==> src/rtl/riscv_pkg.sv <==
// Shared encodings and BTB entry layout for the RISC-V core front end.
// Latency: n/a (types and constants only).
// Backpressure: n/a.
package riscv_pkg;

    // Execute-stage PC-source class of the resolving instruction
    typedef enum logic [1:0] {
        PCS_NONE = 2'b00,
        PCS_BR   = 2'b01,
        PCS_JAL  = 2'b10,
        PCS_JALR = 2'b11
    } pcs_t;

    // Two-bit saturating direction counter states
    typedef enum logic [1:0] {
        SNT = 2'b00,
        WNT = 2'b01,
        WT  = 2'b10,
        ST  = 2'b11
    } ctr_t;

    // Tags are stored zero-extended to the widest possible tag (IDX_BITS=0),
    // so the entry layout does not depend on the table size.
    localparam int BTB_TAG_W = 30;

    // Payload of one BTB entry; valid bits live in a separate resettable
    // vector so that reset only has to clear one flop per entry.
    typedef struct packed {
        logic [BTB_TAG_W-1:0] tag;
        logic [31:0]          target;
        ctr_t                 ctr;
    } btb_entry_t;

endpackage : riscv_pkg

==> src/rtl/sat_counter_2b.sv <==
// Next-state of a 2-bit saturating taken/not-taken counter.
// Latency: combinational.
// Backpressure: none.
module sat_counter_2b
    import riscv_pkg::*;
(
    input  ctr_t ctr,
    input  logic taken,
    output ctr_t ctr_next
);

    // Step toward ST on taken, toward SNT on not-taken, holding at the ends
    always_comb begin
        ctr_next = ctr;
        case (ctr)
            SNT:     ctr_next = taken ? WNT : SNT;
            WNT:     ctr_next = taken ? WT  : SNT;
            WT:      ctr_next = taken ? ST  : WNT;
            ST:      ctr_next = taken ? ST  : WT;
            default: ctr_next = ctr;
        endcase
    end

endmodule : sat_counter_2b

==> src/rtl/branch_predictor.sv <==
// Direct-mapped BTB with 2-bit counters: fetch-side prediction, execute-side
// mispredict detection/recovery PC, training and statistics counters.
// Latency: prediction and mispredict combinational; table updates visible next cycle.
// Backpressure: none; stalled or flushed slots arrive with ValidE=0.
module branch_predictor
    import riscv_pkg::*;
#(
    parameter int IDX_BITS = 4,
    parameter int TAG_BITS = 30 - IDX_BITS
) (
    input  logic        CLK,
    input  logic        RESET,
    input  logic [31:0] PCF,
    output logic        PredTakenF,
    output logic [31:0] PredTargetF,
    input  logic        ValidE,
    input  logic [1:0]  PCSE,
    input  logic [31:0] PCE,
    input  logic        PredTakenE,
    input  logic [31:0] PredTargetE,
    input  logic        ResolvedTakenE,
    input  logic [31:0] ResolvedTargetE,
    output logic        BranchMispredictE,
    output logic [31:0] CorrectPCE,
    output logic [31:0] BranchCount,
    output logic [31:0] MispredictCount
);

    localparam int ENTRIES = 1 << IDX_BITS;

    btb_entry_t          btb   [ENTRIES];
    logic [ENTRIES-1:0]  valid;

    logic [IDX_BITS-1:0]  idx_f, idx_e;
    logic [TAG_BITS-1:0]  tag_f_raw, tag_e_raw;
    logic [BTB_TAG_W-1:0] tag_f, tag_e;
    btb_entry_t           entry_f, entry_e, wr_entry;
    logic                 hit_f, hit_e, wr_en, wr_valid;
    ctr_t                 ctr_trained;
    logic                 unused_pc_bits;

    // Word-aligned PCs: the byte offset never takes part in index or tag
    assign unused_pc_bits = ^{PCF[1:0], PCE[1:0]};

    assign idx_f     = PCF[IDX_BITS+1:2];
    assign idx_e     = PCE[IDX_BITS+1:2];
    assign tag_f_raw = PCF[31:IDX_BITS+2];
    assign tag_e_raw = PCE[31:IDX_BITS+2];
    assign tag_f     = BTB_TAG_W'(tag_f_raw);
    assign tag_e     = BTB_TAG_W'(tag_e_raw);

    assign entry_f = btb[idx_f];
    assign entry_e = btb[idx_e];
    assign hit_f   = valid[idx_f] && (entry_f.tag == tag_f);
    assign hit_e   = valid[idx_e] && (entry_e.tag == tag_e);

    // Fetch lookup reads pre-edge contents only; no bypass from the update port
    always_comb begin
        PredTakenF  = hit_f && ((entry_f.ctr == WT) || (entry_f.ctr == ST));
        PredTargetF = PredTakenF ? entry_f.target : 32'd0;
    end

    // Mispredict on wrong direction, or on right direction with a wrong target
    always_comb begin
        BranchMispredictE = ValidE &&
                            ((PredTakenE != ResolvedTakenE) ||
                             (ResolvedTakenE && (PredTargetE != ResolvedTargetE)));
        CorrectPCE        = ResolvedTakenE ? ResolvedTargetE : (PCE + 32'd4);
    end

    sat_counter_2b u_sat_counter (
        .ctr      (entry_e.ctr),
        .taken    (ResolvedTakenE),
        .ctr_next (ctr_trained)
    );

    // Training decision: what, if anything, gets written at PCE's slot
    always_comb begin
        wr_en    = 1'b0;
        wr_valid = 1'b1;
        wr_entry = entry_e;
        if (ValidE) begin
            case (PCSE)
                PCS_BR: begin
                    if (hit_e) begin
                        wr_en        = 1'b1;
                        wr_entry.ctr = ctr_trained;
                        if (ResolvedTakenE) begin
                            wr_entry.target = ResolvedTargetE;
                        end
                    end else if (ResolvedTakenE) begin
                        // First taken sighting: allocate weakly taken
                        wr_en           = 1'b1;
                        wr_entry.tag    = tag_e;
                        wr_entry.target = ResolvedTargetE;
                        wr_entry.ctr    = WT;
                    end
                end
                PCS_JAL: begin
                    wr_en           = 1'b1;
                    wr_entry.tag    = tag_e;
                    wr_entry.target = ResolvedTargetE;
                    wr_entry.ctr    = ST;
                end
                default: begin
                    // jalr targets are register-dependent and non-control
                    // hits are stale: drop any matching entry
                    if (hit_e) begin
                        wr_en    = 1'b1;
                        wr_valid = 1'b0;
                    end
                end
            endcase
        end
    end

    // Entry payload: no reset needed, contents are ignored until valid is set
    always_ff @(posedge CLK) begin
        if (wr_en && wr_valid) begin
            btb[idx_e] <= wr_entry;
        end
    end

    // Valid bits and statistics; reset wins over a concurrent update
    always_ff @(posedge CLK) begin
        if (RESET) begin
            valid           <= '0;
            BranchCount     <= 32'd0;
            MispredictCount <= 32'd0;
        end else begin
            if (wr_en) begin
                valid[idx_e] <= wr_valid;
            end
            if (ValidE && (PCSE != PCS_NONE)) begin
                BranchCount <= BranchCount + 32'd1;
            end
            if (BranchMispredictE) begin
                MispredictCount <= MispredictCount + 32'd1;
            end
        end
    end

endmodule : branch_predictor

==> config.mk <==
export PLATFORM = sky130hd
export DESIGN_NAME = branch_predictor
export DESIGN_NICKNAME = d
export VERILOG_FILES = /design/src/rtl/riscv_pkg.sv /design/src/rtl/sat_counter_2b.sv /design/src/rtl/branch_predictor.sv
export SDC_FILE = /design/constraint.sdc
export NUM_CORES = 2
export LEC_CHECK = 0
export BUFFER_PORTS_ARGS = -buffer_cell sky130_fd_sc_hd__buf_2
export CAP_MARGIN = 20
export CORE_MARGIN = 2
export CORE_UTILIZATION = 54
export CTS_CLUSTER_DIAMETER = 50
export DETAILED_ROUTE_END_ITERATION = 10
export GPL_ROUTABILITY_DRIVEN = 0
export PLACE_DENSITY = 0.72
export SYNTH_ARGS = -nofsm -noshare
export SYNTH_HDL_FRONTEND = slang
export SYNTH_HIERARCHICAL = 1
export SYNTH_SLANG_ARGS = --single-unit
==> constraint.sdc <==
create_clock -name CLK -period 17.25 [get_ports CLK]
set_input_delay 1.725 -clock CLK [delete_from_list [all_inputs] [get_ports CLK]]
set_output_delay 1.725 -clock CLK [all_outputs]
set_load 0.05 [all_outputs]
After elaboration in Yosys (flattened, before gate mapping)

Memory sizes are Yosys's and may differ from the RTL's.
Index checks and enable logic that the tools add are counted.

Shift operators: 0
Bitwise operators: 0
Reduce and logical (&&, ||, !) cells: 13
Multiply operators: 0
Add/subtract/negate cells: 3
Divide/modulo/power cells: 0
Equal/unequal tests: 11
Multiplexer cells: 30
Magnitude comparators: 3

Operators by type and width:

| operator                                                                      | count |
|---|---|
| 64-bit two-way mux                                                            | 2 |
| 64-bit one-hot mux with 2 select lines                                        | 1 |
| 32-bit two-way mux                                                            | 3 |
| 32-bit by 1-bit adder with 32-bit output (second input constant)              | 2 |
| 30-bit by 26-bit equality test with 1-bit output                              | 2 |
| 34-bit two-way mux                                                            | 1 |
| 32-bit by 3-bit adder with 32-bit output (second input constant)              | 1 |
| 32-bit != test                                                                | 1 |
| 30-bit two-way mux                                                            | 1 |
| 16-bit bitwise mux                                                            | 1 |
| 1-bit two-way mux                                                             | 14 |
| 2-bit equality test (second input constant)                                   | 5 |
| 4-bit by 5-bit less-than comparator with 1-bit output (second input constant) | 2 |
| 1-bit binary-select mux with 4-bit select                                     | 2 |
| 1-bit logical AND                                                             | 8 |
| 2-bit one-hot mux with 4 select lines                                         | 1 |
| 1-bit demux with 4-bit select                                                 | 1 |
| 2-bit by 1-bit equality test with 1-bit output (second input constant)        | 2 |
| 4-bit by 1-bit >= comparator with 1-bit output (second input constant)        | 1 |
| 2-bit two-way mux                                                             | 2 |
| 2-bit zero test                                                               | 1 |
| 1-bit logical OR                                                              | 2 |
| 1-bit one-hot mux with 2 select lines                                         | 1 |
| 2-bit nonzero test                                                            | 1 |
| 2 further kinds                                                               | 2 |

RAM bits: 1024
Input port bits: 135
Memories: 1
Memory bits (read-only): 0
Bits in latches: 0
Word-level logic and storage cells: 64
Bits in registers: 80
Output and inout bits: 130

Memories:

| name | depth | bits a word | read ports | clocked after Yosys merged registers in | write ports | line                   | RTL |
|---|---|---|---|---|---|---|---|
| btb  | 16    | 64          | 2          | 0                                       | 1           | branch_predictor.sv:31 | `btb_entry_t btb [ENTRIES];` |

Longest topological paths before layout

Depth in word-level cells: 9
Depth in mapped cells: 18
Depth with buffers taken out: 11

Hierarchy

The synthesis kept the hierarchy.

Modules (own cells, without submodules):

| module           | area an instance (sq um) | cells each | times used | seq. area each (sq um) |
|---|---|---|---|---|
| branch_predictor | 53213.5                  | 3031       | 1          | 32351.0 |
| sat_counter_2b   | 26.3                     | 3          | 1          | 0.0 |

Worst setup path before layout

Ideal clock, no wire load.

Kind: input to register
From: in PCE[3]
To: mem btb[3][0] (netlist bit), enable pin
Buffers on the path: 3
Data required time: 16.763 ns
Arrival: 7.237 ns
Library setup time: 0.487 ns
Cell stages on the path: 12
Path slack: 9.526 ns
Cells stage by stage: buf_4 > buf_2 > mux4_2 > mux4_2 > nand3b_1 > a2111oi_2 > o2111ai_1 > nor4_2 > o21ai_1 > buf_2 > or2_1 > nor2_1

Cells in the longest elaborated chain, start to end: 9
Elaborated cells between the ends (all ways): 15
Classes of those cells: eq/ne: 1; mux: 11; reduce/logical: 2; memory: 1

RTL lines:

| what                                                                                         | line                                            | RTL |
|---|---|---|
| start, declared                                                                              | branch_predictor.sv:18                          | `input logic [31:0] PCE,` |
| memory 16 x 64 bit / 1-bit binary-select mux with 4-bit select (equally long branches)       | --                                              |  |
| 30-bit by 26-bit equality test with 1-bit output / 1-bit two-way mux (equally long branches) | branch_predictor.sv:55                          | `assign hit_e = valid[idx_e] && (entry_e.tag == tag_e);` |
| 1-bit logical AND                                                                            | branch_predictor.sv:55                          |  |
| 1-bit two-way mux (on tied branches)                                                         | branch_predictor.sv:108, branch_predictor.sv:85 |  |
| 1-bit one-hot mux with 2 select lines / 1-bit two-way mux (equally long branches)            | branch_predictor.sv:83                          | `case (PCSE)` |
| 1-bit two-way mux                                                                            | branch_predictor.sv:82                          | `if (ValidE) begin` |
| 1-bit logical AND                                                                            | branch_predictor.sv:119                         | `if (wr_en && wr_valid) begin` |
| 1-bit two-way mux                                                                            | branch_predictor.sv:119                         |  |
| 1-bit two-way mux (not written as such)                                                      | branch_predictor.sv:120                         | `btb[idx_e] <= wr_entry;` |
| end, declared                                                                                | branch_predictor.sv:31                          |  |

Several ways; a longest one is shown, not always the timed one. The select of a mux whose other input is x is not followed.

Worst setup path in the final report

From: in PCF[4]
To: out PredTargetF[3]

Cells in the longest elaborated chain, start to end: 5
Elaborated cells between the ends (all ways): 10
Classes of those cells: eq/ne: 3; mux: 3; reduce/logical: 3; memory: 1

RTL lines:

| what                                                                                   | line                                           | RTL |
|---|---|---|
| start, declared                                                                        | branch_predictor.sv:13                         | `input logic [31:0] PCF,` |
| memory 16 x 64 bit / 1-bit binary-select mux with 4-bit select (equally long branches) | --                                             |  |
| 30-bit by 26-bit equality test with 1-bit output (tied with other cells)               | branch_predictor.sv:54                         | `assign hit_f = valid[idx_f] && (entry_f.tag == tag_f);` |
| 1-bit logical AND / 1-bit logical OR (equally long branches)                           | branch_predictor.sv:54, branch_predictor.sv:59 |  |
| 1-bit logical AND                                                                      | branch_predictor.sv:59                         | `PredTakenF = hit_f && ((entry_f.ctr == WT) \|\| (entry_f.ctr == ST));` |
| 32-bit two-way mux *                                                                   | branch_predictor.sv:60                         | `PredTargetF = PredTakenF ? entry_f.target : 32'd0;` |
| end, declared                                                                          | branch_predictor.sv:15                         | `output logic [31:0] PredTargetF,` |

Every way passes the cells marked *; elsewhere a longest branch is shown, timed or not. The select of a mux whose other input is x is not followed.

==> load_flow_metrics.sql <==
INSERT INTO impl_metrics (metric_group, metric, value, unit) VALUES
('run_status', 'run_status', 'finished, final reports clean', ''),
('logic_synthesis', 'yosys_most_used_dff', 'sky130_fd_sc_hd__edfxtp_1', ''),
('clocking', 'cts_sinks', '1104', ''),
('detailed_routing', 'drt_pre_antenna_iters', '6', ''),
('sta', 'timing_worst_slew_pin_value', '1220', 'ps'),
('layout', 'area_growth_syn_to_layout', '12.8', '%'),
('logic_synthesis', 'sequential_cell_area_fraction_in_the_yosys_report', '60.8', '%'),
('detailed_routing', 'avgRoutedWirePerCell', '33.4', 'um'),
('sta', 'post-route-period-util', '52.8', '%'),
('detailed_routing', 'drc_errors', '0', ''),
('grt', 'antenna_found_initial', '6', ''),
('logic_synthesis', 'synth_mux_area_share', '25.8', '%'),
('die', 'effective_utilization_at_floorplan', '54.3', '%'),
('die', 'design.portCount', '265', ''),
('power', 'max-vdd-ir-drop', '0.0962', 'mV'),
('setup_path', 'path_buf_inv', '4', ''),
('layout', 'mostFrequentLayoutCells', 'sky130_fd_sc_hd__edfxtp_1 (1024), sky130_fd_sc_hd__mux4_2 (557), sky130_fd_sc_hd__buf_2 (265)', ''),
('setup_path', 'crit_arrival', '7380', 'ps'),
('logic_synthesis', 'flip_flop_and_latch_count_after_synthesis', '1104', ''),
('setup_path', 'timing.critical_path.to_type', 'output pin', ''),
('detailed_routing', 'final_antenna_net_count', '0', ''),
('logic_synthesis', 'synth-compound-area-share', '3.62', '%'),
('setup_path', 'max_stage_delay', '840', 'ps'),
('sta', 'maxSlewHeadroom', '18.8', '%'),
('sta', 'maxSlewViolCount', '0', ''),
('logic_synthesis', 'synth_simple_gate_area_share', '4.76', '%'),
('layout', 'final-seq-area', '32400', 'um^2'),
('setup_path', 'worstPathCellList', 'clkbuf_8, buf_4, mux4_2, mux4_2, xor2_1, nor4_1, nand3_1, nor3_1, nand4_1, buf_4, nor2b_1, buf_2', ''),
('job', 'drv_cap', '0', ''),
('setup_path', 'crit_path_max_fanout', '93', ''),
('sta', 'max_clock_freq', '0.110', 'GHz'),
('placement', 'post-dp-hpwl', '95100', 'um'),
('clocking', 'numCtsBuffers', '130', ''),
('logic_synthesis', 'post_synth_xor_area_fraction', '2.60', '%'),
('grt', 'grt-ovfl-total', '0', ''),
('clocking', 'cts.reportedPaths.clkPinSlew', '50', 'ps'),
('detailed_routing', 'dr_total_vias', '32800', ''),
('sta', 'finalClockSkew', '37.9', 'ps'),
('placement', 'numPortBuffers', '262', ''),
('setup_path', 'worst-r2r-setup-slack', '10560', 'ps'),
('sta', 'setup_repair_after_global_routing_missed_its_margin', 'false', ''),
('die', 'dieWidth', '318', 'um'),
('layout', 'layout-drive-gt1-share', '33.1', '%'),
('detailed_routing', 'drt-initial-drc-count', '4772', ''),
('clocking', 'tritoncts', 'built', ''),
('layout', 'final_core_util', '61.3', '%'),
('detailed_routing', 'totalWireLength', '157000', 'um'),
('logic_synthesis', 'yosysUniqueCellTypes', '67', ''),
('layout', 'final.fill_count', '6886', ''),
('clocking', 'largest_buffer_count_on_any_clock_path', '3', ''),
('detailed_routing', 'vias_per_cell', '7.00', ''),
('worst_hold_path', 'worst_hold_path_type', 'register to register', ''),
('setup_path', 'timing.setup.critical_path_class', 'input pin to output pin', ''),
('power', 'cellPowerDensity', '104', 'nW/um^2'),
('logic_synthesis', 'main_combinational_cell_family_by_area_after_synthesis', 'multiplexers', ''),
('sta', 'finalWorstPathRequiredPeriod', '9100', 'ps'),
('grt', 'total_routing_usage_reported_by_global_routing', '31.1', '%'),
('setup_path', 'critical_path_required', '15520', 'ps'),
('grt', 'vias_in_the_first_global_route', '33300', ''),
('logic_synthesis', 'synthesis.nets', '3178', ''),
('logic_synthesis', 'synth_edf_count', '1024', ''),
('logic_synthesis', 'synth_area_per_cell', '17.5', 'um^2'),
('power', 'power_leakage', '19.7', 'nW'),
('clocking', 'post-cts-setup-buffers', '0', ''),
('logic_synthesis', 'syn_inst', '3034', ''),
('setup_path', 'crit_path_start_kind', 'input pin', ''),
('layout', 'layout_commonest_cell', 'sky130_fd_sc_hd__edfxtp_1', ''),
('die', 'placement_rows', '115', ''),
('die', 'fp.coreArea', '98000', 'um^2'),
('logic_synthesis', 'netlist_area', '53200', 'um^2'),
('clocking', 'worst_skew_pair.late_latency', '740', 'ps');
## state kept, by name, indices dropped and copies added, names as in the netlist
signal / flops
MispredictCount: 32
BranchCount: 32
btb: 1024
valid: 16
## synthesized netlist by cell type, types with 5 or more instances
library cell               number  share of area, %
sky130_fd_sc_hd__edfxtp_1    1024                58
sky130_fd_sc_hd__mux4_2       557                24
sky130_fd_sc_hd__nand2_1      172               1.2
sky130_fd_sc_hd__clkbuf_1     118              0.83
sky130_fd_sc_hd__o21ai_0      106               1.0
sky130_fd_sc_hd__nor2_1       105              0.74
sky130_fd_sc_hd__mux2i_1       96               1.8
sky130_fd_sc_hd__dfxtp_1       80               3.0
sky130_fd_sc_hd__xnor2_1       79               1.3
sky130_fd_sc_hd__xor2_1        79               1.3
sky130_fd_sc_hd__inv_1         59              0.42
sky130_fd_sc_hd__a21oi_1       53              0.50
sky130_fd_sc_hd__nor2b_1       46              0.54
sky130_fd_sc_hd__nand3_1       40              0.38
sky130_fd_sc_hd__nor3_1        35              0.33
sky130_fd_sc_hd__buf_2         33              0.31
sky130_fd_sc_hd__buf_1         32              0.23
sky130_fd_sc_hd__a22oi_1       25              0.35
sky130_fd_sc_hd__a22o_1        23              0.38
sky130_fd_sc_hd__or3_1         22              0.26
sky130_fd_sc_hd__nand4_1       20              0.24
sky130_fd_sc_hd__mux2_2        18              0.38
sky130_fd_sc_hd__nor4_1        18              0.21
sky130_fd_sc_hd__buf_4         17              0.24
sky130_fd_sc_hd__o21a_1        17              0.24
sky130_fd_sc_hd__and3_1        13              0.15
sky130_fd_sc_hd__nor4b_1       10              0.16
sky130_fd_sc_hd__and2_1         9              0.11
sky130_fd_sc_hd__buf_6          9              0.19
sky130_fd_sc_hd__ha_1           9              0.21
sky130_fd_sc_hd__o22ai_1        9              0.11
sky130_fd_sc_hd__o221ai_1       7              0.12
sky130_fd_sc_hd__a211oi_1       6             0.085
sky130_fd_sc_hd__a221o_1        6              0.11
sky130_fd_sc_hd__a32o_1         6              0.11
sky130_fd_sc_hd__nand3b_1       6             0.085
sky130_fd_sc_hd__nand4b_1       6             0.099
sky130_fd_sc_hd__nand2b_1       5             0.059
## stage by stage
| step | hold WS [ps] | setup WS (ps) | instances | cell area [um^2] | total power [mW] |
|---|---|---|---|---|---|
| global placement | 473 | 7860 | 4434 | 55900 | 3.63 |
| floorplan | 449 | 9530 | 3034 | 53200 | 3.46 |
| finish | 494 | 8150 | 4691 | 60100 | 6.23 |
| detailed placement | 482 | 7720 | 4455 | 56000 | 3.66 |
| CTS | 494 | 8340 | 4684 | 60000 | 6.24 |
| global route | 515 | 8080 | 4688 | 60100 | 6.39 |
## worst register-to-register path: stages, from the launching register on
cell and delay (ps):
sky130_fd_sc_hd__edfxtp_1 390, sky130_fd_sc_hd__mux4_2 520, sky130_fd_sc_hd__mux4_2 480, sky130_fd_sc_hd__nand3b_1 250, sky130_fd_sc_hd__a2111oi_2 700, sky130_fd_sc_hd__o2111ai_1 360, sky130_fd_sc_hd__nor4_2 700, sky130_fd_sc_hd__o21ai_1 460
sky130_fd_sc_hd__or2_1 500, sky130_fd_sc_hd__nor2_4 870, sky130_fd_sc_hd__buf_4 960
## layer usage
metal  vias to the layer above  wire length, um  track usage, %
met5                         -               65               0
met4                        10             5280            11.0
met3                       362            21400            9.64
met2                      2343            73200            47.8
met1                     17000            56900            42.5
li1                      13100                -               -
## where the power goes
group	leakage [nW]	switching, mW	internal (mW)
Clock	1.96	1.08	1.54
Sequential	9.90	0.00696	3.00
Combinational	7.88	0.380	0.222
## worst paths after layout
| kind | from | endpoint | depth (start not counted) |
|---|---|---|---|
| hold / removal | valid[4] | valid[4] | 1 |
| setup / recovery | PCF[4] | PredTargetF[3] | 12 |
| hold reg to reg | valid[4] | valid[4] | 1 |
| setup reg to reg | btb[11][61] | btb[2][27] | 10 |
## kinds of logic after synthesis
| kind of cell | count (synthesis) |
|---|---|
| DFF | 1104 |
| muxes | 672 |
| and+or+nand+nor | 520 |
| AOI/OAI and AO/OA | 298 |
| buffers and inverters | 271 |
| xor gates and xnor gates | 158 |
| adders and majority gates | 11 |
## cell type report
cell class / instances / share of cell area, %
Clock buffer: 171 / 5.85
Timing Repair Buffer: 347 / 3.31
Sequential cell: 1104 / 53.8
Tap cell: 1287 / 2.68
Multi-Input combinational cell: 1659 / 33.0
Clock inverter: 58 / 0.881
Inverter: 62 / 0.392
Antenna cell: 3 / 0.0125
Note: power is estimated with default switching activity, not from simulation.
